[src/rtl/regfile_wport_arbiter_pkg.sv]
// Shared definitions for the register-file write-port arbiter: default sizes,
// arbiter state encoding and the write-request record.
package regfile_wport_arbiter_pkg;

  localparam int W_DEF          = 16;
  localparam int N_DEF          = 3;
  localparam int STARVE_MAX_DEF = 4;

  localparam logic [0:0] NORMAL = 1'b0;
  localparam logic [0:0] FREEZE = 1'b1;

  typedef struct packed {
    logic             valid;
    logic [N_DEF-1:0] addr;
    logic [W_DEF-1:0] data;
  } wr_req_t;

endpackage

[src/rtl/regfile_scoreboard.sv]
// Pending-destination scoreboard for multi-cycle results plus the decode
// hazard compare (pending operand/destination or MU write still in flight).
module regfile_scoreboard
  import regfile_wport_arbiter_pkg::*;
#(
  parameter int N = N_DEF
) (
  input  logic         clk,
  input  logic         rst,
  input  logic         set_en,
  input  logic [N-1:0] set_addr,
  input  logic         clr_en,
  input  logic [N-1:0] clr_addr,
  input  logic         wr_mu,
  input  logic [N-1:0] wr_addr,
  input  logic [N-1:0] rd_src,
  input  logic [N-1:0] rd_dst,
  output logic         hazard
);

  localparam int R = 1 << N;

  logic [R-1:0] pending;
  logic [R-1:0] set_mask;
  logic [R-1:0] clr_mask;
  logic         wr_hit;

  // NOTE: every always_comb output gets a default first, so no path leaves a latch.
  always_comb begin
    set_mask = '0;
    clr_mask = '0;
    if (set_en) set_mask[set_addr] = 1'b1;
    if (clr_en) clr_mask[clr_addr] = 1'b1;
  end

  // NOTE: the pending vector is control state, so it is reset; data storage never is.
  always_ff @(posedge clk) begin
    if (!rst) pending <= '0;
    else      pending <= (pending & ~clr_mask) | set_mask;  // a new issue outranks a retiring result
  end

  assign wr_hit = wr_mu & ((wr_addr == rd_src) | (wr_addr == rd_dst));
  assign hazard = rst & (pending[rd_src] | pending[rd_dst] | wr_hit);

endmodule

[src/rtl/regfile_wport_arbiter.sv]
// Arbitrates the single register-file write port between pipeline writeback
// and a multi-cycle unit, with a starvation-bounded freeze slot for the MU.
module regfile_wport_arbiter
  import regfile_wport_arbiter_pkg::*;
#(
  parameter int W          = W_DEF,
  parameter int N          = N_DEF,
  parameter int STARVE_MAX = STARVE_MAX_DEF
) (
  input  logic         clk,
  input  logic         rst,
  input  logic         wb_valid,
  input  logic [N-1:0] wb_addr,
  input  logic [W-1:0] wb_data,
  input  logic         mu_issue,
  input  logic [N-1:0] mu_issue_addr,
  input  logic         mu_valid,
  input  logic [N-1:0] mu_addr,
  input  logic [W-1:0] mu_data,
  output logic         mu_ready,
  input  logic [N-1:0] rd_src,
  input  logic [N-1:0] rd_dst,
  output logic         hazard,
  output logic         pipe_freeze,
  output logic         regWrite,
  output logic [N-1:0] WA,
  output logic [W-1:0] WD
);

  localparam logic [3:0] STARVE_LAST = 4'(STARVE_MAX - 1);

  typedef struct packed {
    logic         valid;
    logic [N-1:0] addr;
    logic [W-1:0] data;
  } grant_t;

  logic [0:0] state;
  logic [3:0] wait_cnt;
  logic       frozen;
  logic       mu_xfer;
  logic       wr_mu;
  grant_t     grant;

  assign frozen      = (state == FREEZE);
  assign pipe_freeze = rst & frozen;
  assign mu_ready    = rst & (frozen | !wb_valid);
  assign mu_xfer     = mu_valid & mu_ready;

  // During a freeze slot the WB request is ignored; the stalled pipeline re-presents it.
  always_comb begin
    grant = '0;
    if (!frozen && wb_valid) grant = '{valid: 1'b1, addr: wb_addr, data: wb_data};
    else if (mu_xfer)        grant = '{valid: 1'b1, addr: mu_addr, data: mu_data};
  end

  // NOTE: sequential state uses non-blocking assignments only, so all flops see pre-edge values.
  always_ff @(posedge clk) begin
    if (!rst) begin
      state    <= NORMAL;
      wait_cnt <= '0;
    end else if (frozen) begin
      state    <= NORMAL;
      wait_cnt <= '0;
    end else if (mu_valid && !mu_ready) begin
      wait_cnt <= wait_cnt + 4'd1;
      if (wait_cnt == STARVE_LAST) state <= FREEZE;
    end else begin
      wait_cnt <= '0;
    end
  end

  always_ff @(posedge clk) begin
    if (!rst) begin
      regWrite <= 1'b0;
      wr_mu    <= 1'b0;
      WA       <= '0;
      WD       <= '0;
    end else begin
      regWrite <= grant.valid;
      wr_mu    <= mu_xfer;
      if (grant.valid) begin
        WA <= grant.addr;
        WD <= grant.data;
      end
    end
  end

  regfile_scoreboard #(.N(N)) u_scoreboard (
    .clk      (clk),
    .rst      (rst),
    .set_en   (mu_issue),
    .set_addr (mu_issue_addr),
    .clr_en   (mu_xfer),
    .clr_addr (mu_addr),
    .wr_mu    (regWrite & wr_mu),
    .wr_addr  (WA),
    .rd_src   (rd_src),
    .rd_dst   (rd_dst),
    .hazard   (hazard)
  );

endmodule

[config.mk]
export PLATFORM = sky130hd
export DESIGN_NAME = regfile_wport_arbiter
export DESIGN_NICKNAME = d
export VERILOG_FILES = /design/src/rtl/regfile_wport_arbiter_pkg.sv /design/src/rtl/regfile_scoreboard.sv /design/src/rtl/regfile_wport_arbiter.sv
export SDC_FILE = /design/constraint.sdc
export NUM_CORES = 1
export LEC_CHECK = 0
export ABC_CLOCK_PERIOD_IN_PS = 1700
export CORE_MARGIN = 1
export CORE_UTILIZATION = 35
export DETAILED_ROUTE_END_ITERATION = 7
export PLACE_DENSITY = 0.73
export SYNTH_ARGS = -nofsm -noshare
export SYNTH_HDL_FRONTEND = slang
export SYNTH_SLANG_ARGS = --single-unit
[constraint.sdc]
create_clock -name clk -period 1.7 [get_ports clk]
set_clock_uncertainty 0.05 [all_clocks]
set_input_delay 0.34 -clock clk [delete_from_list [all_inputs] [get_ports clk]]
set_output_delay 0.34 -clock clk [all_outputs]
set_load 0.02 [all_outputs]
==> impl_metrics.tcl <==
set metrics [dict create \
    outcome "finished with violations" \
    violations "setup timing" \
    seq_area_sq_um 688 \
    route.detailed.wl_per_inst_um 13.6 \
    busiest_layer "met2" \
    synthesis.nets 222 \
    ys_types 29 \
    coreArea_sq_mm 0.00441 \
    final_common_cell "clkdlybuf4s50_1" \
    min_period_ps 1890 \
    worstPathRequired_ps 1310 \
    grtUsageMet1_pct 22.5 \
    grt_max_degree 28 \
    postCtsHoldBufs 0 \
    rsz0062_at_grt "yes" \
    clk_pin_slew_ps 70 \
    start_util_pct 36.9 \
    path_max_fanout 3 \
    die_x_um 70.2 \
    drt_pass1_iterations 5 \
    drt_iter0_markers 88 \
    ys_seq_elements 34 \
    cts_tree "yes" \
    p_leak_nw 1.08 \
    final_cell_mix "clkdlybuf4s50_1, dfxtp_1, nor2_1, mux2i_1, buf_4" \
    htree_levels 2 \
    overflow 0 \
    grt_first_pass_wirelength_mm 7.21 \
    peakVddDrop_mv 0.342 \
    grt_pass1_vias 1622 \
    synth_area_sq_mm 0.00163 \
    arrival_ps 1500 \
    gr-usage-all-layers_pct 18.5 \
    power_density_mw_per_mm2 777 \
    relSlewSlack_pct 82.2 \
    area_growth_pct 60.8 \
    dp_hpwl_mm 3.17 \
    power_mw 2.03 \
    viasPerCell 5.04 \
    met3_usage_pct 5.77 \
    drtAntennaViolNets 0 \
    synth_area_leader_cell "dfxtp_1" \
    syn_inst 169 \
    drv_cap 0 \
    num_rows 24 \
    setup_ws_ps -185 \
    multi_input_area_sq_um 878 \
    post_cts_buffers 0 \
    holdCritPathClass "reg -> reg" \
    period_share_pct 111 \
    hold_violations 0 \
    dr_total_vias 1572 \
    cts.sinks 34 \
    clock_path_buffers 2 \
    synth_top_area_share_pct 41.8 \
    end_kind "output port" \
    final_core_util_pct 59.3 \
    max_stage_delay_ps 460 \
    slew_violations 0 \
    wl_mm 4.25 \
    drcViolationCount 0 \
    clock_latency_ps 280 \
    cts-root-buf "clkbuf_8" \
    nFillCells 388 \
    num_antenna_cells 0 \
    crit_start "u_scoreboard.pending[1]" \
    ys_top_cells_by_area "dfxtp_1, mux2i_1, a211oi_1" \
    layout.nets 312 \
    place_congestion 0.766 \
    worst_pin_slew_ps 267 \
    io_buffers 74 \
    crit_path_start_kind "register" \
    yosysWarnings 0 \
    antenna_found_initial 0 \
    fp.dieArea_sq_mm 0.00493 \
    path_class "reg -> out" \
    crit_path_cell_trace "mux4_2 > mux2i_1 > a31oi_1 > buf_2" \
    worst_path_max_delay_cell "mux4_2" \
    fmax_mhz 530 \
    grtUsageMet2_pct 30.6 \
    reg2reg_from "frozen" \
    syn_avg_cell_area_sq_um 9.63 \
    io_pins 75 \
    min-delay-start "wait_cnt[3]" \
    die_y_um 70.2 \
    cts_made_buffers 5 \
    drive_gt1_share_pct 16.2 \
    synth.yosys.seq_area_share_pct 41.8 \
    setup_violations 1 \
]
## critical path, delay by kind of cell (launching register included)
| family | cells | cell delay (ps) |
|---|---|---|
| multiplexers | 2 | 610 |
| flip-flops | 1 | 340 |
| buffers and inverters | 1 | 160 |
| AO/OA/AOI/OAI | 1 | 100 |
## cell usage after synthesis (all sizes together)
cell type   n
dfxtp      34
nor2       27
mux2i      21
a211oi     19
a21oi       8
xor2        7
nand3       6
o21ai       6
buf         5
clkbuf      5
mux4        4
nand2       4
nand2b      3
nor2b       3
inv         2
nand4       2
nor3        2
o31ai       2
a31oi       1
and2        1
and2b       1
and3        1
ha          1
nand4b      1
nor4b       1
o211ai      1
xnor2       1
## registers in the layout, summed over array words and instances, names as in the netlist
| register | flops |
|---|---|
| WD | 16 |
| u_scoreboard.pending | 8 |
| wait_cnt | 4 |
| WA | 3 |
| frozen | 1 |
| regWrite | 1 |
| wr_mu | 1 |
## what timing repair did
| item | in CTS | in global routing |
|---|---|---|
| resized for setup | 29 | 8 |
| setup endpoints to repair | 6 | 3 |
| pin swaps | 3 | 3 |
## kinds of logic after synthesis
group | after synthesis | share of synthesized area (%)
AOI/OAI and AO/OA | 37 | 14.8
buffers and inverters | 12 | 3.46
adders and majority gates | 1 | 0.769
xor gates and xnor gates | 8 | 4.30
DFF | 34 | 41.8
muxes | 25 | 19.4
and+or+nand+nor | 52 | 15.5
## through the flow
| step | hold slack (ps) | setup slack [ps] | std cells | TNS (ps) | area (sq um) |
|---|---|---|---|---|---|
| after floorplan | 368 | 62.8 | 169 | 0 | 1630 |
| after global placement | 383 | -909 | 304 | -1590 | 2530 |
| after detailed placement | 383 | -936 | 304 | -1610 | 2530 |
| after CTS | 398 | -204 | 312 | -204 | 2610 |
| after global routing | 411 | -254 | 312 | -276 | 2620 |
| final | 393 | -185 | 312 | -185 | 2620 |
## worst paths after layout
path	slack, ps	end	cells after the start
worst max-delay path	-190	hazard	4
worst min-delay path	390	frozen	1
worst max register to register	430	WD[13]	5
worst min register to register	390	frozen	1
## power breakdown
group	internal, mW	total (mW)	switching (mW)
sequential	0.843	0.871	0.0284
clock	0.438	0.718	0.280
combinational	0.255	0.444	0.188
## layout make-up
type	instances	area share, %
multi-input combinational	123	33.6
timing repair buffer	93	33.3
sequential	34	26.3
clock buffer	7	2.92
tap	52	2.49
clock inverter	1	1.15
inverter	2	0.287
## layer usage
layer	share of wire, %	vias to the layer above
li1	-	792
met1	43	709
met2	47	62
met3	7.6	9
met4	1.6	0
met5	0	-
(Power assumes the default switching activity.)
